--- src/rtl/sram_arb2.sv ---
// Two-client round-robin arbiter in front of the SRAM core issue port; a tag FIFO steers read data back to its issuer.
// Optional define SRAM_ARB_LOCK_EN adds m0_lock/m1_lock so one client can hold the port across several issues.
module sram_arb2 #(
  parameter int TAG_DEPTH = 4,
  parameter int AW        = 18,
  parameter int DW        = 16
) (
  input  logic            clk,
  input  logic            reset,
  input  logic            m0_req,
  output logic            m0_ready,
  input  logic            m0_rd,
  input  logic [AW-1:0]   m0_addr,
  input  logic [DW/8-1:0] m0_be,
  input  logic [DW-1:0]   m0_wr_data,
  output logic            m0_rd_data_vld,
  output logic [DW-1:0]   m0_rd_data,
  input  logic            m1_req,
  output logic            m1_ready,
  input  logic            m1_rd,
  input  logic [AW-1:0]   m1_addr,
  input  logic [DW/8-1:0] m1_be,
  input  logic [DW-1:0]   m1_wr_data,
  output logic            m1_rd_data_vld,
  output logic [DW-1:0]   m1_rd_data,
`ifdef SRAM_ARB_LOCK_EN
  input  logic            m0_lock,
  input  logic            m1_lock,
`endif
  output logic            sram_req,
  input  logic            sram_ready,
  output logic            sram_rd,
  output logic [AW-1:0]   sram_addr,
  output logic [DW/8-1:0] sram_be,
  output logic [DW-1:0]   sram_wr_data,
  input  logic            sram_rd_data_vld,
  input  logic [DW-1:0]   sram_rd_data,
  output logic            tag_err
);

  localparam int PW = $clog2(TAG_DEPTH);
  localparam int CW = PW + 1;
  localparam logic [CW-1:0] FULL_CNT = CW'(TAG_DEPTH);
  localparam logic [CW-1:0] CNT_ONE  = CW'(1);
  localparam logic [PW-1:0] PTR_ONE  = PW'(1);

  logic                 prio_q, prio_d;
  logic [PW-1:0]        wr_ptr_q, wr_ptr_d, rd_ptr_q, rd_ptr_d;
  logic [CW-1:0]        count_q, count_d;
  logic [TAG_DEPTH-1:0] tag_q, tag_d;
  logic                 tag_err_q, tag_err_d;
  logic                 lock_valid_q, lock_valid_d;
  logic                 lock_id_q, lock_id_d;

  logic tag_full, fifo_nonempty, head;
  logic allow0, allow1, elig0, elig1;
  logic gnt_vld, gnt_id, issue, push, pop, gnt_lock;

  // Eligibility, grant selection and request mux toward the core
  always_comb begin
    tag_full      = (count_q == FULL_CNT);
    fifo_nonempty = (count_q != {CW{1'b0}});
    head          = tag_q[rd_ptr_q];
    allow0        = 1'b1;
    allow1        = 1'b1;
    gnt_lock      = 1'b0;
`ifdef SRAM_ARB_LOCK_EN
    if (lock_valid_q) begin
      allow0 = !lock_id_q;
      allow1 = lock_id_q;
    end else begin
      allow0 = 1'b1;
      allow1 = 1'b1;
    end
`endif
    elig0 = allow0 && m0_req && !(m0_rd && tag_full);
    elig1 = allow1 && m1_req && !(m1_rd && tag_full);
    if (elig0 && elig1) begin
      gnt_id = prio_q;
    end else if (elig1) begin
      gnt_id = 1'b1;
    end else begin
      gnt_id = 1'b0;
    end
    gnt_vld = elig0 || elig1;
`ifdef SRAM_ARB_LOCK_EN
    gnt_lock = gnt_id ? m1_lock : m0_lock;
`endif
    sram_req     = gnt_vld;
    sram_rd      = gnt_id ? m1_rd      : m0_rd;
    sram_addr    = gnt_id ? m1_addr    : m0_addr;
    sram_be      = gnt_id ? m1_be      : m0_be;
    sram_wr_data = gnt_id ? m1_wr_data : m0_wr_data;
    issue        = gnt_vld && sram_ready;
    m0_ready     = gnt_vld && !gnt_id && sram_ready;
    m1_ready     = gnt_vld &&  gnt_id && sram_ready;
    push         = issue && sram_rd;
    pop          = sram_rd_data_vld && fifo_nonempty;
    m0_rd_data_vld = pop && !head;
    m1_rd_data_vld = pop &&  head;
    m0_rd_data     = sram_rd_data;
    m1_rd_data     = sram_rd_data;
    tag_err        = tag_err_q;
  end

  // Next-state for priority, lock, tag FIFO and the sticky error
  always_comb begin
    prio_d       = prio_q;
    lock_valid_d = lock_valid_q;
    lock_id_d    = lock_id_q;
    wr_ptr_d     = wr_ptr_q;
    rd_ptr_d     = rd_ptr_q;
    count_d      = count_q;
    tag_d        = tag_q;
    tag_err_d    = tag_err_q || (sram_rd_data_vld && !fifo_nonempty);
    // A held lock freezes round-robin so the other client resumes from its old turn
    if (issue && !lock_valid_q) begin
      prio_d = ~gnt_id;
    end else begin
      prio_d = prio_q;
    end
    if (issue && gnt_lock) begin
      lock_valid_d = 1'b1;
      lock_id_d    = gnt_id;
    end else if (issue && lock_valid_q && (gnt_id == lock_id_q)) begin
      lock_valid_d = 1'b0;
    end else begin
      lock_valid_d = lock_valid_q;
    end
    if (push) begin
      tag_d[wr_ptr_q] = gnt_id;
      wr_ptr_d        = wr_ptr_q + PTR_ONE;
    end else begin
      wr_ptr_d = wr_ptr_q;
    end
    if (pop) begin
      rd_ptr_d = rd_ptr_q + PTR_ONE;
    end else begin
      rd_ptr_d = rd_ptr_q;
    end
    case ({push, pop})
      2'b10:   count_d = count_q + CNT_ONE;
      2'b01:   count_d = count_q - CNT_ONE;
      default: count_d = count_q;
    endcase
  end

  // State registers
  always_ff @(posedge clk or posedge reset) begin
    if (reset) begin
      prio_q       <= 1'b0;
      lock_valid_q <= 1'b0;
      lock_id_q    <= 1'b0;
      wr_ptr_q     <= {PW{1'b0}};
      rd_ptr_q     <= {PW{1'b0}};
      count_q      <= {CW{1'b0}};
      tag_q        <= {TAG_DEPTH{1'b0}};
      tag_err_q    <= 1'b0;
    end else begin
      prio_q       <= prio_d;
      lock_valid_q <= lock_valid_d;
      lock_id_q    <= lock_id_d;
      wr_ptr_q     <= wr_ptr_d;
      rd_ptr_q     <= rd_ptr_d;
      count_q      <= count_d;
      tag_q        <= tag_d;
      tag_err_q    <= tag_err_d;
    end
  end

endmodule

--- config.mk ---
export PLATFORM = sky130hd
export DESIGN_NAME = sram_arb2
export DESIGN_NICKNAME = d
export VERILOG_FILES = /design/src/rtl/sram_arb2.sv
export SDC_FILE = /design/constraint.sdc
export NUM_CORES = 1
export LEC_CHECK = 0
export ABC_AREA = 1
export CAP_MARGIN = 30
export CORE_ASPECT_RATIO = 1.75
export CORE_MARGIN = 2
export CORE_UTILIZATION = 28
export CTS_BUF_LIST = sky130_fd_sc_hd__clkbuf_4
export DETAILED_ROUTE_END_ITERATION = 6
export GPL_TIMING_DRIVEN = 0
export HOLD_SLACK_MARGIN = 0.02
export MAX_ROUTING_LAYER = met4
export PLACE_DENSITY_LB_ADDON = 0.12
export SKIP_CTS_REPAIR_TIMING = 1
export SLEW_MARGIN = 20
export SYNTH_ARGS = -nofsm -noshare
export SYNTH_HDL_FRONTEND = slang
export SYNTH_SLANG_ARGS = --single-unit
--- constraint.sdc ---
create_clock -name clk -period 2.7 [get_ports clk]
set_input_delay 0.27 -clock clk [delete_from_list [all_inputs] [get_ports clk]]
set_output_delay 0.27 -clock clk [all_outputs]
set_load 0.02 [all_outputs]
; ---- Word level (Yosys, flattened, before mapping)
; Index checks and enable logic that the tools add are counted.
[classes]
n_reduce_logical = 25
bitwise = 1
muxes = 12
n_lt_le_gt_ge = 3
eq_ne = 3
addsub = 4
[ops]
columns = operator, count
row1 = $mux W18, 1
row2 = $logic_and A1 B1 Y1, 16
row3 = $mux W16, 1
row4 = $lt A2 B3 Y1 const B, 2
row5 = $pmux W3 S2, 1
row6 = $logic_not A1 Y1, 5
row7 = $mux W1, 5
row8 = $add A2 B1 Y2 const B, 2
row9 = $bwmux W4, 1
row10 = $add A3 B1 Y3 const B, 1
row11 = $eq A3 B3 Y1 const B, 1
row12 = $reduce_bool A3 Y1, 1
row13 = $sub A3 B1 Y3 const B, 1
row14 = $bmux W1 S2, 1
row15 = $demux W1 S2, 1
row16 = $eq A2 B1 Y1 const B, 1
row17 = $eq A2 B2 Y1 const B, 1
row18 = $ge A2 B1 Y1 const B, 1
row19 = $logic_or A1 B1 Y1, 2
row20 = $mux W2, 1
row21 = $reduce_bool A2 Y1, 1
row22 = $not A1 Y1, 1
[totals]
out_inout_bits = 75
inputBits = 96
ff_bits = 13

; ---- Depth between registers and ports, before layout
; Gate-level depths: netlist (run 1).
[depth]
word_depth = 10
mapped_depth = 14

; ---- Worst setup path after synthesis (run 1)
; No wires, ideal clock.
[synth_timing]
path_kind = reg2reg
from = register count_q[0]
to = register count_q[2]
period_less_slack_ps = 2064
required_ps = 2569
setup_time_ps = 131
setup_slack_ps = 636
arrival_time_ps = 1933
stages_incl_launch_ff = 14
path_cell_list = dfrtp_1 nor2_4 nand3_2 nand2_2 inv_2 nand3_1 nand2_2 nand2_1 ha_1 inv_1 fa_1 a21oi_1 o21ai_0 xor2_1
[synth_via]
elab_chain_len = 10
elab_cells_between_ends = 22
cone_classes = 2 x add/sub / 3 x eq/ne / 4 x mux / 13 x reduce/logical
[synth_rtl]
columns = item, line_no
row1 = from (decl), 49  ; logic [CW-1:0] count_q, count_d;
row2 = from (signal assigned), 156  ; count_q <= {CW{1'b0}};
row3 = from (signal assigned), 165  ; count_q <= count_d;
row4 = $eq A3 B3 Y1, 61  ; tag_full = (count_q == FULL_CNT);
row5 = $logic_and A1 B1 Y1 (on tied branches), "77, 76"
row6 = $logic_not A1 Y1 (on tied branches), "77, 76"
row7 = $logic_and A1 B1 Y1 (on tied branches), "77, 76"
row8 = $mux W1 / $logic_and A1 B1 Y1 (equally long branches), "80, 78"
row9 = $mux W1, 78  ; if (elig0 && elig1) begin
row10 = $mux W1, 90  ; sram_rd = gnt_id ? m1_rd : m0_rd;
row11 = $logic_and A1 B1 Y1, 97  ; push = issue && sram_rd;
row12 = $eq A2 B1 Y1 / $eq A2 B2 Y1 (equally long branches), 141  ; case ({push, pop})
row13 = $pmux W3 S2 / $reduce_bool A2 Y1 (equally long branches), -
; Parallel ways exist; a longest one is shown, timed or not.
; A chain may end at the register's enable or synchronous reset.

; ---- Worst setup path in the final report (run 1)
[layout_timing]
from = register count_q[0]
to = output sram_wr_data[6]
[layout_via]
elab_chain_len = 7
elab_cells_between_ends = 11
cone_classes = 1 x eq/ne / 3 x mux / 7 x reduce/logical
[layout_rtl]
columns = item, line_no
row1 = $eq A3 B3 Y1 (*), 61
row2 = $logic_and A1 B1 Y1 (on tied branches), "77, 76"
row3 = $logic_not A1 Y1 (on tied branches), "77, 76"
row4 = $logic_and A1 B1 Y1 (on tied branches), "77, 76"
row5 = $mux W1 / $logic_and A1 B1 Y1 (equally long branches), "80, 78"
row6 = $mux W1 (*), 78
row7 = $mux W16 (*), 93  ; sram_wr_data = gnt_id ? m1_wr_data : m0_wr_data;
row8 = to (decl), 35  ; output logic [DW-1:0] sram_wr_data,
; Every way passes the cells marked *; elsewhere a longest branch is shown, timed or not.

==> results of run 1 <==
[layout make-up]
type,instances,area [um^2]
fillers,495,2070
clock buffers,4,30.0
plain buffers,42,308
multi-input cells,172,802
inverters,16,60.1
well taps,55,68.8
flip-flops and latches,13,325
repair buffers,154,1550
[per-layer routing]
metal / vias to the layer above / part of all wire, % / global-route usage (%)
li1: 1021 / - / -
met1: 851 / 38 / 21.7
met2: 102 / 48 / 35.8
met3: 10 / 11 / 5.26
met4: 0 / 2.4 / 8.22
met5: - / 0 / -
[critical path, stage by stage, from the launching register on]
cell and delay, ns:
dfrtp_1 0.44, nor2_4 0.17, nand3_2 0.08, nand2_2 0.09, inv_2 0.05, nand2_4 0.08, buf_6 0.14, buf_4 0.17
nand2_1 0.06, nand2_1 0.08, clkdlybuf4s50_1 0.63
[cell usage in the layout, fill, tap and decap left out, types with 2 or more instances in the layout]
master and n:
inv_1 14, nand3_1 7, nand2_1 130, buf_6 2, xor2_1 2, buf_2 6, dfrtp_1 13, clkbuf_4 4
nor2_1 6, buf_4 34, o21ai_0 3, nand3_2 3, nand4_1 4, a21oi_1 2, nand2_2 3, clkdlybuf4s50_1 152
ha_1 5, dlymetal6s2s_1 2, inv_2 2
[cell usage after synthesis]
library cell | count | share of area [%]
a21oi_1 | 2 | 0.67
buf_4 | 34 | 17
nand4_1 | 4 | 1.7
inv_1 | 14 | 3.5
nand3_1 | 7 | 2.3
a21oi_2 | 1 | 0.59
a31o_2 | 1 | 0.59
buf_2 | 6 | 2.0
dfrtp_1 | 13 | 22
xor2_1 | 2 | 1.2
nor2_1 | 6 | 1.5
nand2_1 | 130 | 33
o21ai_0 | 3 | 1.0
nor2_4 | 1 | 0.75
ha_1 | 5 | 4.2
fa_1 | 1 | 1.3
inv_2 | 2 | 0.50
a32oi_1 | 1 | 0.59
nand3_2 | 3 | 2.0
xnor2_1 | 1 | 0.59
buf_6 | 2 | 1.5
nand2_4 | 1 | 0.75
nand2_2 | 3 | 1.3
[kinds of logic after synthesis]
| group | after synthesis |
|---|---|
| simple gates | 155 |
| buf+inv | 58 |
| flops | 13 |
| compound gates | 8 |
| fa+ha+maj | 6 |
| xor+xnor | 3 |
[final timing paths]
check	slack, ns	end	start
min in group clk	0.47	rd_ptr_q[1]	rd_ptr_q[1]
min	0.30	count_q[0]	reset
max in group asynchronous	2.07	tag_q[0]	reset
min reg2reg	0.47	rd_ptr_q[1]	rd_ptr_q[1]
max	0.15	sram_wr_data[6]	count_q[0]
max reg2reg	0.46	count_q[2]	count_q[0]
[per-stage QoR]
| step | power [mW] | hold slack [ns] | cell area (um^2) |
|---|---|---|---|
| floorplan | 1.08 | 0.147 | 1500 |
| global placement | 1.63 | 0.457 | 3110 |
| detailed placement | 1.64 | 0.459 | 3110 |
| CTS | 1.79 | 0.312 | 3140 |
| global route | 1.91 | 0.363 | 3140 |
| finish | 1.77 | 0.298 | 3140 |
[report_power, final]
part	switching, mW	internal (mW)
clock	0.0631	0.0674
sequential	0.0767	0.282
combinational	0.661	0.615
total	0.801	0.964
[flip-flops by register name (all words and copies together), names as in the netlist]
signal and count:
tag_q 4, rd_ptr_q 2, wr_ptr_q 2, prio_q 1
count_q 3, tag_err 1
==> flow_metrics.tcl, run 1 <==
set metrics [dict create \
    dieArea_um2 5960 \
    die_h_um 101 \
    synth_adder_area_share_pct 5.52 \
    synthMuxAreaShare_pct 0 \
    num-nets-final 504 \
    seq_area_frac_synth_pct 21.8 \
    grtUsageTotal_pct 20.7 \
    dp_slack_ns 0.202 \
    rsz0062_at_grt "no" \
    viasPerCell 4.35 \
    syn_area_per_cell_um2 6.15 \
    initial_utilization_pct 28.7 \
    worstSetupStartpointType "register" \
    relSlewSlack_pct 67.8 \
    hold_viol_final 0 \
    synthSimpleGateAreaFrac_pct 42.9 \
    synth-compound-area-share_pct 3.43 \
    fin_worst_skew_ns 0.00460 \
    tightest_slew_ns 0.482 \
    io_pins 171 \
    yosysWarnings 0 \
    finish.utilization_pct 60.3 \
    drive_above_1_share_pct 14.5 \
    cp.required_ns 2.43 \
    grt_pass1_wl_um 9170 \
    grt_max_degree 14 \
    dp.final_hpwl_um 5360 \
    finalSetupTns_ns 0 \
    dp_cells 452 \
    grt_pass1_vias 1852 \
    cts_made_buffers 3 \
    synth_cell_type_count 23 \
    antenna_found_initial 0 \
    min_path_type "input port to async pin" \
    status "complete, no violations" \
    crit_arrival_ns 2.28 \
    path_max_fanout 10 \
    area_growth_syn_to_layout_pct 110 \
    cts_root_buffer "clkbuf_4" \
    cts.sinks 13 \
    worstSetupPathType "register to output port" \
    clk_pin_slew_ns 0.08 \
    syn_nets 345 \
    routed_wl_um 6170 \
    clk_path_buf_depth 2 \
    diodes 0 \
    drtPass1Iterations 4 \
    ir_drop_mv 0.506 \
    drt_iter0_drc 91 \
    p_leak_nw 1.57 \
    drc 0 \
    layout_setup_ws_ns 0.150 \
    htree_levels 1 \
    die_w_um 59.2 \
    overflow 0 \
    io_buffers 154 \
    syn-cell-area_um2 1500 \
    ys_seq_elements 13 \
    syn_inst 243 \
    synth_xor_area_share_pct 1.76 \
    ant_nets 0 \
    cts_tree "yes" \
    synth_top_family_by_area "simple AND/OR/NAND/NOR gates" \
    fmax_ghz 0.392 \
    fin_cells 456 \
    slew_viol_final 0 \
    reg2regPathDepth 13 \
    endpoint_kind "output port" \
    routedWlPerCell_um 13.5 \
    finalCritPeriodShare_pct 94.5 \
    coreArea_um2 5210 \
    max_cap_violations 0 \
    row_count 35 \
    insertion_delay_ns 0.28 \
    power.density_nw_per_um2 562 \
    gp_congestion 0.872 \
    vias 1984 \
    period_needed_ns 2.55 \
    setup_viol 0 \
]
Power figures use the tool's default switching activity.
==> run 2, diff against run 1 <==
- ABC_AREA: 1 -> 0
- CORE_UTILIZATION: 28 -> 30
- CTS_CLUSTER_SIZE: unset -> 20
- SLEW_MARGIN: 20 -> unset
==> run 2 against run 1 <==
  * Global-route usage shrank 3.0 points
  * Register-to-register slack lost 0.15 ns
  * Non-clock buffer count shrank 5
  * Sequential share of layout area shrank 0.68 points
  * Die area grew 2.1%
  * Clock skew grew 0.00070 ns
  * Maximum frequency grew 6.4%
  * Wire length shrank 3.4%
  * Clock power shrank 5%
  * Flip-flop and latch count is the same
  * Sequential power grew 7.0%
  * Critical path depth shrank 5
  * Highest routed layer unchanged
==> flow_metrics.tcl, run 2 <==
set metrics [dict create \
    status "complete, no violations" \
    cp.buffers_inverters 2 \
    yosys.area.top_type "mux2_4" \
    path_cells "or3b_1 > clkbuf_1 > a31oi_1 > o21ai_0 > clkdlybuf4s50_1" \
    register_area_um2 325 \
    drtPass1Iterations 4 \
    num-nets-final 410 \
    endpoint_kind "output port" \
    period_needed_ns 2.40 \
    critPathTopFamily "buffers and inverters" \
    yosysMostFrequentCell "buf_4" \
    synth_edf_count 0 \
    routed_wl_um 5960 \
    yosys.area.top_type_share_pct 27.5 \
    yosys-top-cells-count "32 x buf_4, 30 x mux2_4, 13 x dfrtp_1" \
    rrSetupSlack_ns 0.31 \
    timing.hold.ws_ns 0.319 \
    worstSetupPathType "register to output port" \
    path_max_fanout 7 \
    drt_iter0_drc 27 \
    antenna_found_initial 0 \
    crit_cells 5 \
    insertion_delay_ns 0.27 \
    row_count 35 \
    clk_pin_slew_ns 0.08 \
    cts.sinks 13 \
    coreArea_um2 5260 \
    final_common_cell "clkdlybuf4s50_1" \
    hold_viol_final 0 \
    final_cell_mix "116 x clkdlybuf4s50_1, 37 x dlymetal6s2s_1, 32 x buf_4" \
    yosysWarnings 0 \
    io_buffers 153 \
    syn_inst 150 \
    seq_area_frac_synth_pct 19.9 \
    drive_above_1_share_pct 27.7 \
    slew_viol_final 0 \
    crit_start "count_q[0]" \
    grt_max_degree 14 \
    power.density_nw_per_um2 524 \
    yosys_most_used_dff "dfrtp_1" \
    ys_seq_elements 13 \
    multiInputGateArea_um2 960 \
    io_pins 171 \
    fmax_ghz 0.417 \
    die_h_um 102 \
    r2r-start "count_q[0]" \
    routedWlPerCell_um 16.5 \
    dp.final_hpwl_um 5180 \
    grt_pass1_vias 1549 \
    setup_viol 0 \
    gp_congestion 0.767 \
    grtUsageTotal_pct 17.6 \
    syn_area_per_cell_um2 10.9 \
    overflow 0 \
    rsz0062_at_grt "no" \
    cts_made_buffers 3 \
    p_leak_nw 1.81 \
    synth_cell_type_count 31 \
    crit_arrival_ns 2.13 \
    drc 0 \
    power_mw 1.76 \
    vias 1632 \
    htree_levels 1 \
    area_growth_syn_to_layout_pct 105 \
    async_flop_share_pct 100 \
    largest_register_ffs 4 \
    cts_tree "yes" \
    viasPerCell 4.51 \
    worstSetupStartpointType "register" \
    min_path_type "input port to async pin" \
    ant_nets 0 \
    synth.top_cells.by_area "mux2_4 28%, dfrtp_1 20%, buf_4 15%" \
    diodes 0 \
    die_w_um 59.9 \
    fin_worst_skew_ns 0.00530 \
    reg2regPathDepth 9 \
    syn_nets 252 \
    regMostFlops "tag_q" \
    place_area_um2 3240 \
    initial_utilization_pct 31.2 \
    finalCritPeriodShare_pct 88.8 \
    cts_root_buffer "clkbuf_4" \
    tightest_slew_ns 0.494 \
    relSlewSlack_pct 67.1 \
    final_area_um2 3360 \
    grt_pass1_wl_um 7890 \
    clk_path_buf_depth 2 \
    dieArea_um2 6090 \
    ir_drop_mv 0.468 \
    fillCellCount 459 \
    cp.required_ns 2.43 \
    crit_path_max_incr_delay_ns 0.55 \
    max_cap_violations 0 \
    crit_slowest_cell "clkdlybuf4s50_1" \
    syn-cell-area_um2 1640 \
    reg_top3 "tag_q x4, count_q x3" \
]
-- run 2: changes by cell type in the layout (fill, tap and decap cells not counted), moves of 5 or more --
cell	change
mux2_4	+30
mux2_2	+11
inv_1	-5
buf_2	-6
nand2_1	-123
clkdlybuf4s50_1	-36
nand3_1	-6
dlymetal6s2s_1	+35
-- run 2: power breakdown --
group          switching (mW)  internal [mW]
logic                   0.530          0.724
registers              0.0909          0.293
clock network          0.0575         0.0671
total                   0.679           1.08
-- run 2: path summary, 6_finish.rpt --
kind / to
setup reg to reg: count_q[2]
min in group clk: prio_q
max in group asynchronous: tag_q[3]
hold / removal: tag_q[0]
hold reg to reg: tag_err
setup / recovery: sram_rd
-- run 2: area by class of cell --
cell class / instances / area share, %
flip-flops and latches: 13 / 9.68
clock buffers: 4 / 0.894
plain buffers: 38 / 9.49
repair buffers: 153 / 48.3
well taps: 55 / 2.05
multi-input cells: 90 / 28.6
inverters: 9 / 1.01
-- run 2: layer usage --
metal	GRT usage, %	wire length, um	up-vias
li1	-	-	796
met1	20.9	2270	746
met2	31.4	3110	88
met3	3.07	573	2
met4	2.05	6	0
met5	-	0	-
-- run 2: worst reg2reg max path, stage by stage, from the launching register on --
cell and delay, ns:
dfrtp_1 0.46, or3b_1 0.39, clkbuf_1 0.18, nand3_1 0.20, ha_1 0.23, inv_1 0.06
fa_1 0.37, xor2_1 0.15, nor2_1 0.11, xor2_1 0.16
-- run 2: through the flow --
stage | instances | setup WS (ns) | util (%) | TNS (ns)
floorplan | 150 | 0.517 | - | 0
global placement | 358 | -0.0139 | 61.6 | -0.0519
detailed placement | 358 | -0.0153 | 61.6 | -0.110
CTS | 362 | -0.0673 | 62.2 | -1.38
global route | 362 | 0.123 | 64.0 | 0
finish | 362 | 0.303 | 64.0 | 0
-- run 2: kinds of logic (layout without fill, tap and decap cells) --
kind of cell,count (synthesis),count (layout),share of synthesized area [%]
buffers and inverters,47,204,21.5
multiplexers,43,43,37.1
AND/OR/NAND/NOR,24,24,8.25
flip-flops,13,13,19.9
AO/OA/AOI/OAI,11,11,5.04
adder cells (fa/ha/maj),6,6,5.04
XOR/XNOR,6,6,3.21
==> run 3, diff against run 2 <==
- CORE_ASPECT_RATIO: 1.75 -> 1.1
==> run 3 against run 2 <==
  * Combinational power barely moved
  * Non-clock buffer count is the same
  * Sequential power hardly changed
  * Maximum frequency down 0.54%
  * Global-route usage down 0.50 points
  * Worst setup slack worse by 0.013 ns
  * Clock skew is 0.0032 ns lower
  * Largest cell class unchanged
==> flow_metrics.tcl, run 3 (same netlist as run 2, synthesis figures left out) <==
set metrics [dict create \
    coreArea_um2 5330 \
    antenna_found_initial 0 \
    drc 0 \
    fin_cells 382 \
    clk_pin_slew_ns 0.08 \
    cts_tree "yes" \
    grt_pass1_wl_um 7710 \
    area_growth_syn_to_layout_pct 107 \
    finalSetupTns_ns 0 \
    p_leak_nw 1.81 \
    num-nets-final 410 \
    crit_arrival_ns 2.14 \
    tightest_slew_ns 0.496 \
    fin_worst_skew_ns 0.00210 \
    period_needed_ns 2.41 \
    largest_register_ffs 4 \
    crit_path_max_incr_delay_ns 0.55 \
    initial_utilization_pct 30.8 \
    min_path_type "input port to async pin" \
    cts_made_buffers 3 \
    crit_slowest_cell "clkdlybuf4s50_1" \
    path_max_fanout 7 \
    diodes 0 \
    insertion_delay_ns 0.27 \
    drt_iter0_drc 18 \
    final_common_cell "clkdlybuf4s50_1" \
    grtUsageTotal_pct 17.1 \
    dp.final_hpwl_um 5110 \
    status "complete, no violations" \
    cts_root_buffer "clkbuf_4" \
    grt_max_degree 14 \
    dieArea_um2 6070 \
    rsz0062_at_grt "no" \
    regMostFlops "tag_q" \
    die_w_um 74.5 \
    power.density_nw_per_um2 523 \
    drive_above_1_share_pct 27.7 \
    fillCellCount 466 \
    worstSetupPathType "register to output port" \
    overflow 0 \
    grt_pass1_vias 1465 \
    vias 1627 \
    register_area_um2 325 \
    gp_congestion 0.763 \
    clk_path_buf_depth 2 \
    cp.buffers_inverters 2 \
    worstSetupStartpointType "register" \
    multiInputGateArea_um2 960 \
    reg_top3 "tag_q x4, count_q x3" \
    ir_drop_mv 0.459 \
    cts.sinks 13 \
    drtPass1Iterations 4 \
    finalCritPeriodShare_pct 89.3 \
    ant_nets 0 \
    final_cell_mix "116 x clkdlybuf4s50_1, 37 x dlymetal6s2s_1, 32 x buf_4" \
    cp.required_ns 2.43 \
    viasPerCell 4.26 \
    fmax_ghz 0.415 \
    die_h_um 81.5 \
    io_buffers 153 \
    timing.hold.ws_ns 0.312 \
    htree_levels 1 \
    relSlewSlack_pct 66.9 \
    critPathTopFamily "buffers and inverters" \
    path_cells "or3b_1 > clkbuf_1 > a31oi_1 > o21ai_0 > clkdlybuf4s50_1" \
    slew_viol_final 0 \
    max_cap_violations 0 \
    setup_viol 0 \
    endpoint_kind "output port" \
    routed_wl_um 5960 \
    io_pins 171 \
    hold_viol_final 0 \
    dp_cells 378 \
    routedWlPerCell_um 15.6 \
    row_count 28 \
]
run 3: cell counts in the layout (fill, tap and decap cells not counted):
No cell type changed its count.
run 3: worst register-to-register path, cell delays in order, from the launching register on:
cell and delay [ns]:
dfrtp_1 0.45, or3b_1 0.39, clkbuf_1 0.20, nand3_1 0.20, ha_1 0.21, inv_1 0.06, fa_1 0.37, xor2_1 0.15
nor2_1 0.12, xor2_1 0.15
run 3: per-layer routing:
layer	wire length [um]	track usage (%)	up-vias
met5	0	-	-
met4	68	4.29	0
met3	574	4.05	6
met2	3010	28.6	75
met1	2300	20.8	743
li1	-	-	803
run 3: cell type report:
type	count	share of cell area [%]
timing repair buffer	153	48.0
multi-input combinational	90	28.3
sequential	13	9.61
buffer	38	9.42
tap	75	2.77
inverter	9	0.998
clock buffer	4	0.887
run 3: stage by stage:
stage / utilization, % / instance area, um^2 / power [mW] / setup slack (ns)
2_1_floorplan: - / 1640 / 1.18 / 0.517
3_3_place_gp: 61.3 / 3260 / 1.66 / -0.0181
3_5_place_dp: 61.3 / 3260 / 1.68 / -0.0175
4_1_cts: 61.8 / 3290 / 1.81 / -0.0544
5_1_grt: 63.6 / 3390 / 1.90 / 0.115
6_report: 63.6 / 3390 / 1.77 / 0.290
run 3: report_power, final:
group / internal, mW / total, mW / switching, mW / leakage (nW)
combinational: 0.724 / 1.26 / 0.532 / 1.64
sequential: 0.292 / 0.385 / 0.0927 / 0.153
clock: 0.0672 / 0.131 / 0.0634 / 0.0184
run 3: worst paths after layout:
kind / from / endpoint / slack (ns) / cells past startpoint
setup / recovery: count_q[0] / sram_rd / 0.29 / 5
hold / removal: reset / rd_ptr_q[0] / 0.31 / 2
setup reg to reg: count_q[0] / count_q[2] / 0.33 / 9
hold reg to reg: tag_err / tag_err / 0.47 / 1
max in group asynchronous: reset / count_q[0] / 2.06 / 2
min in group clk: sram_ready / prio_q / 0.44 / 2
